===== config.mk =====
export PLATFORM = sky130hd
export DESIGN_NAME = fetch_queue_stage_flat
export DESIGN_NICKNAME = d
export VERILOG_FILES = /design/src/rtl/fetch_queue_stage_if.sv /design/src/rtl/fetch_queue_stage.sv /design/src/flat_wrapper.sv
export SDC_FILE = /design/constraint.sdc
export NUM_CORES = 1
export LEC_CHECK = 0
export ABC_AREA = 1
export CORE_ASPECT_RATIO = 0.75
export CORE_MARGIN = 5
export CORE_UTILIZATION = 30
export CTS_BUF_LIST = sky130_fd_sc_hd__clkbuf_16
export DETAILED_ROUTE_END_ITERATION = 10
export SKIP_LAST_GASP = 1
export SYNTH_ARGS = -nofsm -noshare
export SYNTH_HDL_FRONTEND = slang
export SYNTH_SLANG_ARGS = --single-unit

===== constraint.sdc =====
create_clock -name clk -period 9.6 [get_ports clk]
set_input_delay 2.4 -clock clk [delete_from_list [all_inputs] [get_ports clk]]
set_output_delay 2.4 -clock clk [all_outputs]
set_load 0.02 [all_outputs]

===== src/rtl/fetch_queue_stage_if.sv =====
// Fetch-stage bundle: predictor/IMEM inputs, decode redirect, and the decoupling
// queue's head entry presented to decode.
interface fetch_queue_stage_if;
  logic [31:0] pc_f;
  logic        fetch_en;
  logic [31:0] predict_pc;
  logic        predict_taken;
  logic [31:0] instr_f;
  logic        redirect;
  logic [31:0] redirect_pc;
  logic        d_ready;
  logic        d_valid;
  logic [31:0] d_pc;
  logic [31:0] d_instr;
  logic [31:0] d_pred_pc;
  logic        d_pred_taken;
  logic [15:0] redirect_cnt;

  modport master (
    output pc_f, fetch_en, d_valid, d_pc, d_instr, d_pred_pc, d_pred_taken, redirect_cnt,
    input  predict_pc, predict_taken, instr_f, redirect, redirect_pc, d_ready
  );

  modport slave (
    input  pc_f, fetch_en, d_valid, d_pc, d_instr, d_pred_pc, d_pred_taken, redirect_cnt,
    output predict_pc, predict_taken, instr_f, redirect, redirect_pc, d_ready
  );
endinterface


===== src/rtl/fetch_queue_stage.sv =====
// Fetch stage with a small circular queue decoupling instruction fetch from decode.
// The next PC always comes from the predictor or a decode redirect; no PC adder lives here.
module fetch_queue_stage #(
  parameter logic [31:0] RESET_PC = 32'hBFC0_0000,
  parameter int          DEPTH    = 4
) (
  input logic                 clk,
  input logic                 rst,
  fetch_queue_stage_if.master bus
);

  localparam int PTR_W = (DEPTH > 1) ? $clog2(DEPTH) : 1;
  localparam int CNT_W = PTR_W + 1;

  typedef struct packed {
    logic [31:0] pc;
    logic [31:0] instr;
    logic [31:0] pred_pc;
    logic        pred_taken;
  } entry_t;

  entry_t             mem [DEPTH];
  logic [31:0]        pc_q;
  logic [PTR_W-1:0]   rd_ptr;
  logic [PTR_W-1:0]   wr_ptr;
  logic [CNT_W-1:0]   count;
  logic [15:0]        redirect_cnt_q;

  logic               full;
  logic               empty;
  logic               push;
  logic               pop;
  entry_t             head;
  entry_t             new_entry;

  assign full  = (count == CNT_W'(DEPTH));
  assign empty = (count == '0);

  // A full queue can still accept a fetch when decode drains the head in the same cycle.
  assign pop  = !empty && bus.d_ready;
  assign push = !rst && !bus.redirect && (!full || pop);

  assign new_entry = '{pc: pc_q, instr: bus.instr_f,
                       pred_pc: bus.predict_pc, pred_taken: bus.predict_taken};

  always_ff @(posedge clk) begin
    if (rst) begin
      pc_q   <= RESET_PC;
      rd_ptr <= '0;
      wr_ptr <= '0;
      count  <= '0;
    end else if (bus.redirect) begin
      pc_q   <= bus.redirect_pc;
      rd_ptr <= '0;
      wr_ptr <= '0;
      count  <= '0;
    end else begin
      if (push) begin
        pc_q   <= bus.predict_pc;
        wr_ptr <= wr_ptr + PTR_W'(1);
      end
      if (pop) begin
        rd_ptr <= rd_ptr + PTR_W'(1);
      end
      if (push && !pop) begin
        count <= count + CNT_W'(1);
      end else if (pop && !push) begin
        count <= count - CNT_W'(1);
      end
    end
  end

  // Storage is left unreset; slots are only observed once written.
  always_ff @(posedge clk) begin
    if (push) begin
      mem[wr_ptr] <= new_entry;
    end
  end

  always_ff @(posedge clk) begin
    if (rst) begin
      redirect_cnt_q <= '0;
    end else if (bus.redirect && (redirect_cnt_q != 16'hFFFF)) begin
      redirect_cnt_q <= redirect_cnt_q + 16'd1;
    end
  end

  assign head = mem[rd_ptr];

  assign bus.pc_f         = pc_q;
  assign bus.fetch_en     = push;
  assign bus.d_valid      = !empty;
  assign bus.d_pc         = head.pc;
  assign bus.d_instr      = head.instr;
  assign bus.d_pred_pc    = head.pred_pc;
  assign bus.d_pred_taken = head.pred_taken;
  assign bus.redirect_cnt = redirect_cnt_q;

endmodule


===== src/flat_wrapper.sv =====
// flat-port wrapper written by rule: the top's interface ports become plain ports
module fetch_queue_stage_flat 
#(
  parameter logic [31:0] RESET_PC = 32'hBFC0_0000,
  parameter int          DEPTH    = 4
)
  (clk, rst, bus_pc_f, bus_fetch_en, bus_d_valid, bus_d_pc, bus_d_instr, bus_d_pred_pc, bus_d_pred_taken, bus_redirect_cnt, bus_predict_pc, bus_predict_taken, bus_instr_f, bus_redirect, bus_redirect_pc, bus_d_ready);
  fetch_queue_stage_if bus_i ();
  input logic clk;
  input logic rst;
  output wire logic [$bits(bus_i.pc_f)-1:0] bus_pc_f;
  output wire logic [$bits(bus_i.fetch_en)-1:0] bus_fetch_en;
  output wire logic [$bits(bus_i.d_valid)-1:0] bus_d_valid;
  output wire logic [$bits(bus_i.d_pc)-1:0] bus_d_pc;
  output wire logic [$bits(bus_i.d_instr)-1:0] bus_d_instr;
  output wire logic [$bits(bus_i.d_pred_pc)-1:0] bus_d_pred_pc;
  output wire logic [$bits(bus_i.d_pred_taken)-1:0] bus_d_pred_taken;
  output wire logic [$bits(bus_i.redirect_cnt)-1:0] bus_redirect_cnt;
  input wire logic [$bits(bus_i.predict_pc)-1:0] bus_predict_pc;
  input wire logic [$bits(bus_i.predict_taken)-1:0] bus_predict_taken;
  input wire logic [$bits(bus_i.instr_f)-1:0] bus_instr_f;
  input wire logic [$bits(bus_i.redirect)-1:0] bus_redirect;
  input wire logic [$bits(bus_i.redirect_pc)-1:0] bus_redirect_pc;
  input wire logic [$bits(bus_i.d_ready)-1:0] bus_d_ready;
  assign bus_pc_f = bus_i.pc_f;
  assign bus_fetch_en = bus_i.fetch_en;
  assign bus_d_valid = bus_i.d_valid;
  assign bus_d_pc = bus_i.d_pc;
  assign bus_d_instr = bus_i.d_instr;
  assign bus_d_pred_pc = bus_i.d_pred_pc;
  assign bus_d_pred_taken = bus_i.d_pred_taken;
  assign bus_redirect_cnt = bus_i.redirect_cnt;
  assign bus_i.predict_pc = bus_predict_pc;
  assign bus_i.predict_taken = bus_predict_taken;
  assign bus_i.instr_f = bus_instr_f;
  assign bus_i.redirect = bus_redirect;
  assign bus_i.redirect_pc = bus_redirect_pc;
  assign bus_i.d_ready = bus_d_ready;
  fetch_queue_stage #(.RESET_PC(RESET_PC), .DEPTH(DEPTH)) u_core (.clk(clk), .rst(rst), .bus(bus_i));
endmodule

# Word level (Yosys, flattened, before mapping)
# Memories as Yosys holds them, arrays and structs flattened. A register that Yosys moved wholly into a read port is not among the register bits.
# Cells that the tools add are included.
# word_totals
regBits	55
mem_count	1
output_inout_bits	147
input_bits	101
ram_bits	388
# classes
n_reduce_logical	17
n_eq_ne	2
n_mux	8
n_addsub	5
# mem_list
memory	words	word_bits	read_ports	rd_clocked_by_memory_dff	wr	line	source
u_core.mem	4	97	1	1	1	fetch_queue_stage.sv:22	entry_t mem [DEPTH];
# ops
op	n
32-bit two-way mux	2
16-bit by 1-bit adder with 16-bit output, second input constant	1
16-bit != test, second input constant	1
1-bit logical AND	6
1-bit logical NOT	6
3-bit two-way mux	2
2-bit by 1-bit adder with 2-bit output, second input constant	2
2-bit two-way mux	2
2-bit nonzero test	2
3-bit by 1-bit adder with 3-bit output, second input constant	1
3-bit == test, second input constant	1
3-bit logical NOT	1
3-bit by 1-bit subtractor with 3-bit output, second input constant	1
1-bit two-way mux	2
2-bit OR reduction	1
1-bit logical OR	1

# Longest topological paths before layout
# depth
word_depth	9
mapped_depth	12

# Least setup slack after synthesis
# OpenSTA, ideal clock, no wires.
# synth_timing
path_kind	input to register
from	input port bus_redirect
to	memory u_core.mem[0][0] (netlist bit) (enable)
setup_time_ns	0.554
cell_stages	5
setup_slack_ns	1.950
arrival_time_ns	7.096
path_cell_list	buf_6 nor2_2 nand2_2 clkbuf_1 nor2_1
# synth_between
elab_chain_cells	5
# synth_rtl
item	line	source
from (decl)	flat_wrapper.sv:22	input wire logic [$bits(bus_i.redirect)-1:0] bus_redirect;
1-bit logical NOT	fetch_queue_stage.sv:41	assign push = !rst && !bus.redirect && (!full || pop);
1-bit logical AND (2 in a row)	fetch_queue_stage.sv:41	
1-bit two-way mux	fetch_queue_stage.sv:75	if (push) begin
1-bit two-way mux (not written as such)	fetch_queue_stage.sv:76	mem[wr_ptr] <= new_entry;
to (decl)	fetch_queue_stage.sv:22	
# Every way passes these cells.

# Final worst setup path
# layout_timing
from	input port rst
to	output port bus_fetch_en
# layout_between
elab_chain_cells	3
# layout_rtl
item	line	source
from (decl)	flat_wrapper.sv:10	input logic rst;
1-bit logical NOT	fetch_queue_stage.sv:41	
1-bit logical AND (2 in a row)	fetch_queue_stage.sv:41	
to (decl)	flat_wrapper.sv:12	output wire logic [$bits(bus_i.fetch_en)-1:0] bus_fetch_en;
# Every way passes these cells.

==> impl_metrics.prom <==
# TYPE chip_impl_metric gauge
chip_impl_metric{name="path_buf_inv",unit=""} 3
chip_impl_metric{name="cell_internal_pwr",unit="mW"} 3.266
chip_impl_metric{name="timing.critical_path.fanout_max",unit=""} 17
chip_impl_metric{name="die_y",unit="µm"} 217.1
chip_impl_metric{name="cap_violations",unit=""} 0
chip_impl_info{name="cts_tree",value="yes"} 1
chip_impl_info{name="cts_root_buffer",value="sky130_fd_sc_hd__clkbuf_16"} 1
chip_impl_metric{name="grt_pass1_vias",unit=""} 10805
chip_impl_metric{name="pwr-share-seq",unit="%"} 51.5
chip_impl_metric{name="synthDistinctLibCells",unit=""} 35
chip_impl_metric{name="synth_nets",unit=""} 1429
chip_impl_metric{name="grt_pass1_wl",unit="µm"} 69010
chip_impl_metric{name="number_of_flops_mapped_to_enable_cells_by_yosys",unit=""} 388
chip_impl_metric{name="slowest_delay",unit="ps"} 820
chip_impl_info{name="crit_family",value="buffers and inverters"} 1
chip_impl_metric{name="count_of_pins_over_their_slew_limit",unit=""} 0
chip_impl_metric{name="cts_buffers",unit=""} 46
chip_impl_metric{name="post_cts_resize_count",unit=""} 0
chip_impl_metric{name="synth_top_area_share",unit="%"} 67.91
chip_impl_info{name="holdPathEnd",value="u_core.count[2]$_SDFFE_PP0P_"} 1
chip_impl_metric{name="syn-instance-count",unit=""} 1321
chip_impl_metric{name="dp_worst_setup_slack",unit="ps"} 2279
chip_impl_metric{name="antenna_found_initial",unit=""} 0
chip_impl_metric{name="clkPwrFrac",unit="%"} 40.3
chip_impl_metric{name="yosys_register_bits",unit=""} 445
chip_impl_info{name="netlist.top_cell.by_area",value="sky130_fd_sc_hd__edfxtp_1"} 1
chip_impl_info{name="worst_setup_path_end_kind",value="output pin"} 1
chip_impl_metric{name="io_pins",unit=""} 248
chip_impl_metric{name="start_util",unit="%"} 30.47
chip_impl_metric{name="max-vdd-ir-drop",unit="µV"} 120.6
chip_impl_metric{name="power.switching",unit="mW"} 0.9688
chip_impl_metric{name="insertion_delay",unit="ps"} 570
chip_impl_metric{name="detailedRoute.firstPassIterationCount",unit=""} 5
chip_impl_metric{name="setup.reg_to_reg.worst_slack",unit="ps"} 6990
chip_impl_info{name="worst_r2r_endpoint",value="u_core.mem[3][40]$_DFFE_PP_"} 1
chip_impl_metric{name="whs",unit="ps"} 466.1
chip_impl_metric{name="place.detailed.hpwl",unit="µm"} 27150
chip_impl_metric{name="placement.io_buffers",unit=""} 247
chip_impl_metric{name="detail_route.wl_per_cell",unit="µm"} 20.10
chip_impl_metric{name="drc_errors",unit=""} 0
chip_impl_metric{name="transition_time_at_the_pin_with_the_least_slew_margin",unit="ps"} 910.9
chip_impl_info{name="critPathKind",value="input pin to output pin"} 1
chip_impl_info{name="rr_startpoint",value="u_core.count[0]$_SDFFE_PP0P_"} 1
chip_impl_info{name="layout.cells.most_common",value="sky130_fd_sc_hd__edfxtp_1"} 1
chip_impl_metric{name="netlist_area",unit="µm²"} 17160
chip_impl_info{name="postSynth.topFlopCell",value="sky130_fd_sc_hd__edfxtp_1"} 1
chip_impl_metric{name="power.density_cell_area",unit="nW/µm²"} 194.6
chip_impl_metric{name="nNetsFinal",unit=""} 1653
chip_impl_metric{name="fill_cells",unit=""} 5274
chip_impl_metric{name="synth_sequential_area_ratio",unit="%"} 74.56
chip_impl_info{name="final_cell_mix",value="sky130_fd_sc_hd__edfxtp_1, sky130_fd_sc_hd__clkdlybuf4s50_1, sky130_fd_sc_hd__nor2_1"} 1
chip_impl_metric{name="achievable-frequency",unit="MHz"} 137.2
chip_impl_metric{name="share_comb_of_total_power",unit="%"} 8.2
chip_impl_metric{name="crit_arrival",unit="ps"} 4890
chip_impl_metric{name="final.setup.worst_slack",unit="ps"} 2314
chip_impl_metric{name="first_iter_violations",unit=""} 746
chip_impl_metric{name="cts-root-to-sink-buffers",unit=""} 3
chip_impl_metric{name="area_growth_syn_to_layout",unit="%"} 26.86
chip_impl_info{name="worstPathCellList",value="clkdlybuf4s50_1 > nor2_2 > nand2_2 > inv_1 > clkdlybuf4s50_1"} 1
chip_impl_info{name="crit_slowest_cell",value="sky130_fd_sc_hd__clkdlybuf4s50_1"} 1
chip_impl_metric{name="gp_congestion",unit=""} 0.7786
chip_impl_metric{name="static_leakage",unit="nW"} 7.369
chip_impl_info{name="outcome",value="finished clean"} 1
chip_impl_info{name="min-delay-start",value="u_core.count[2]$_SDFFE_PP0P_"} 1
chip_impl_metric{name="number_of_vias_in_the_routed_layout",unit=""} 11255
chip_impl_metric{name="gr-total-overflow",unit=""} 0
chip_impl_metric{name="rr_worst_depth",unit=""} 5
chip_impl_metric{name="cts_hold_repair.buffers",unit=""} 0
chip_impl_metric{name="final-setup-viol-count",unit=""} 0
chip_impl_metric{name="synth_async_sr_flop_share",unit="%"} 0
chip_impl_info{name="dr.max_layer_used",value="met4"} 1
chip_impl_metric{name="amount_of_wire_on_met3_after_detailed_routing",unit="µm"} 2944
chip_impl_metric{name="m1WireLength",unit="µm"} 22490
chip_impl_info{name="synth.area.top_cells",value="sky130_fd_sc_hd__edfxtp_1, sky130_fd_sc_hd__dfxtp_1, sky130_fd_sc_hd__o21ai_0"} 1
chip_impl_metric{name="clock-sinks",unit=""} 445
chip_impl_metric{name="timing.clock.skew",unit="ps"} 20.01
chip_impl_metric{name="period_utilisation_layout",unit="%"} 75.90
chip_impl_metric{name="placeableCoreArea",unit="µm²"} 56300
chip_impl_metric{name="synthesis.yosys.warnings",unit=""} 0
chip_impl_metric{name="die_footprint",unit="µm²"} 62120
chip_impl_metric{name="vias_per_cell",unit=""} 4.866
chip_impl_metric{name="holdPathStages",unit=""} 1
chip_impl_info{name="grt_setup_unrepaired",value="no"} 1
chip_impl_metric{name="gr-usage-all-layers",unit="%"} 14.46
chip_impl_info{name="hold_path.class",value="flop to flop"} 1
chip_impl_metric{name="ant_nets",unit=""} 0
chip_impl_metric{name="relSlewSlack",unit="%"} 39.13
chip_impl_metric{name="finalSetupTns",unit="ps"} 0
chip_impl_metric{name="design_power_total",unit="mW"} 4.235
chip_impl_metric{name="synth_area_per_cell",unit="µm²"} 12.99
chip_impl_metric{name="timing.final.crit_period",unit="ps"} 7286
chip_impl_metric{name="drive_gt1_share",unit="%"} 7.274
chip_impl_metric{name="maximum_number_of_pins_on_one_net_before_global_route_repair",unit=""} 110
chip_impl_metric{name="cts_max_level",unit=""} 2
chip_impl_metric{name="wl",unit="µm"} 46490
chip_impl_metric{name="hold_violations",unit=""} 0
chip_impl_metric{name="die_w",unit="µm"} 286.1
chip_impl_metric{name="std_cell_rows",unit=""} 75
chip_impl_metric{name="power.switching_fraction",unit="%"} 22.88
chip_impl_metric{name="postCtsSetupRepairBufs",unit=""} 0
chip_impl_metric{name="detailroute.wirelength.met2",unit="µm"} 20300
chip_impl_metric{name="cts_clock_pin_slew_for_the_worst_setup_and_hold_paths",unit="ps"} 60
chip_impl_info{name="start_kind",value="input pin"} 1
chip_impl_metric{name="critPathRequiredTime",unit="ps"} 7200
chip_impl_info{name="cp_common_cell",value="sky130_fd_sc_hd__clkdlybuf4s50_1"} 1
-- power by group through the flow --
| stage | combinational [mW] | clock [mW] | sequential, mW |
|---|---|---|---|
| 2_1_floorplan | 0.150 | 0 | 2.23 |
| 3_3_place_gp | 0.351 | 0 | 2.22 |
| 3_5_place_dp | 0.352 | 0 | 2.22 |
| 4_1_cts | 0.354 | 1.76 | 2.18 |
| 5_1_grt | 0.375 | 1.84 | 2.18 |
| 6_report | 0.349 | 1.71 | 2.18 |
-- per-stage QoR --
stage / area, µm² / utilization [%] / cells
6_report: 21760 / 38.66 / 2313
5_1_grt: 21760 / 38.65 / 2312
4_1_cts: 21760 / 38.65 / 2312
3_5_place_dp: 20330 / 36.11 / 2228
3_3_place_gp: 20330 / 36.11 / 2228
2_1_floorplan: 17160 / - / 1321
-- cells by family (layout without fill, tap and decap cells) --
kind of cell	Yosys count	after routing	share of synthesized area (%)
flip-flops	445	445	74.56
AND/OR/NAND/NOR	399	399	9.568
AO/OA/AOI/OAI	353	353	12.11
buffers and inverters	110	370	2.851
adder cells (fa/ha/maj)	7	7	0.5543
XOR/XNOR	7	7	0.3574
other	0	1	0
-- cell type report --
class | count | area, µm² | share of cell area, %
clock buffer | 47 | 1176 | 5.404
tap | 731 | 914.6 | 4.202
clock inverter | 37 | 255.2 | 1.173
inverter | 28 | 111.4 | 0.5116
antenna | 1 | 2.502 | 0.01150
multi-input combinational | 766 | 3905 | 17.94
sequential | 445 | 12800 | 58.81
timing repair buffer | 258 | 2600 | 11.95
-- metal layers --
metal  track usage (%)  vias to the layer above
met2             21.34                      316
li1                  -                     5315
met4             3.198                        0
met5                 0                        -
met1             21.67                     5570
met3             3.473                       54
-- worst reg2reg max path, cell delays in order (launching register included) --
cell	delay (ps)
sky130_fd_sc_hd__dfxtp_1	400
sky130_fd_sc_hd__nor2_1	80
sky130_fd_sc_hd__nand2_1	80
sky130_fd_sc_hd__nand2_2	280
sky130_fd_sc_hd__nor2_4	810
sky130_fd_sc_hd__buf_12	510
-- cells in the mapped netlist (3+ instances only) --
cell type	number
sky130_fd_sc_hd__or2_2	8
sky130_fd_sc_hd__clkbuf_1	53
sky130_fd_sc_hd__dfxtp_1	57
sky130_fd_sc_hd__buf_4	7
sky130_fd_sc_hd__ha_1	6
sky130_fd_sc_hd__xor2_1	4
sky130_fd_sc_hd__nand2_1	100
sky130_fd_sc_hd__nor2_2	3
sky130_fd_sc_hd__nand2_2	6
sky130_fd_sc_hd__buf_2	13
sky130_fd_sc_hd__xnor2_1	3
sky130_fd_sc_hd__nor2_1	220
sky130_fd_sc_hd__o211a_1	23
sky130_fd_sc_hd__a21oi_2	10
sky130_fd_sc_hd__a21oi_1	11
sky130_fd_sc_hd__edfxtp_1	388
sky130_fd_sc_hd__o211ai_1	9
sky130_fd_sc_hd__o21ai_0	201
sky130_fd_sc_hd__buf_6	4
sky130_fd_sc_hd__inv_1	25
sky130_fd_sc_hd__nand4_1	6
sky130_fd_sc_hd__clkbuf_2	3
sky130_fd_sc_hd__nand3_1	51
sky130_fd_sc_hd__o22ai_1	97
-- worst max path at each step --
stage | from | cells after the start | to | slack (ps)
floorplan | bus_redirect | 5 | u_core.mem[0][0]$_DFFE_PP_ | 1950
global placement | rst | 5 | bus_fetch_en | 2330
detailed placement | rst | 5 | bus_fetch_en | 2280
CTS | rst | 5 | bus_fetch_en | 2300
global route | rst | 5 | bus_fetch_en | 2180
finish | rst | 5 | bus_fetch_en | 2310
-- registers in the layout (all words and copies together) (netlist names), named ones only --
register	cells
u_core.count	3
u_core.mem	388
u_core.wr_ptr	2
u_core.rd_ptr	2
u_core.bus.redirect_cnt	16
u_core.bus.pc_f	32
Power figures use the tool's default switching activity.
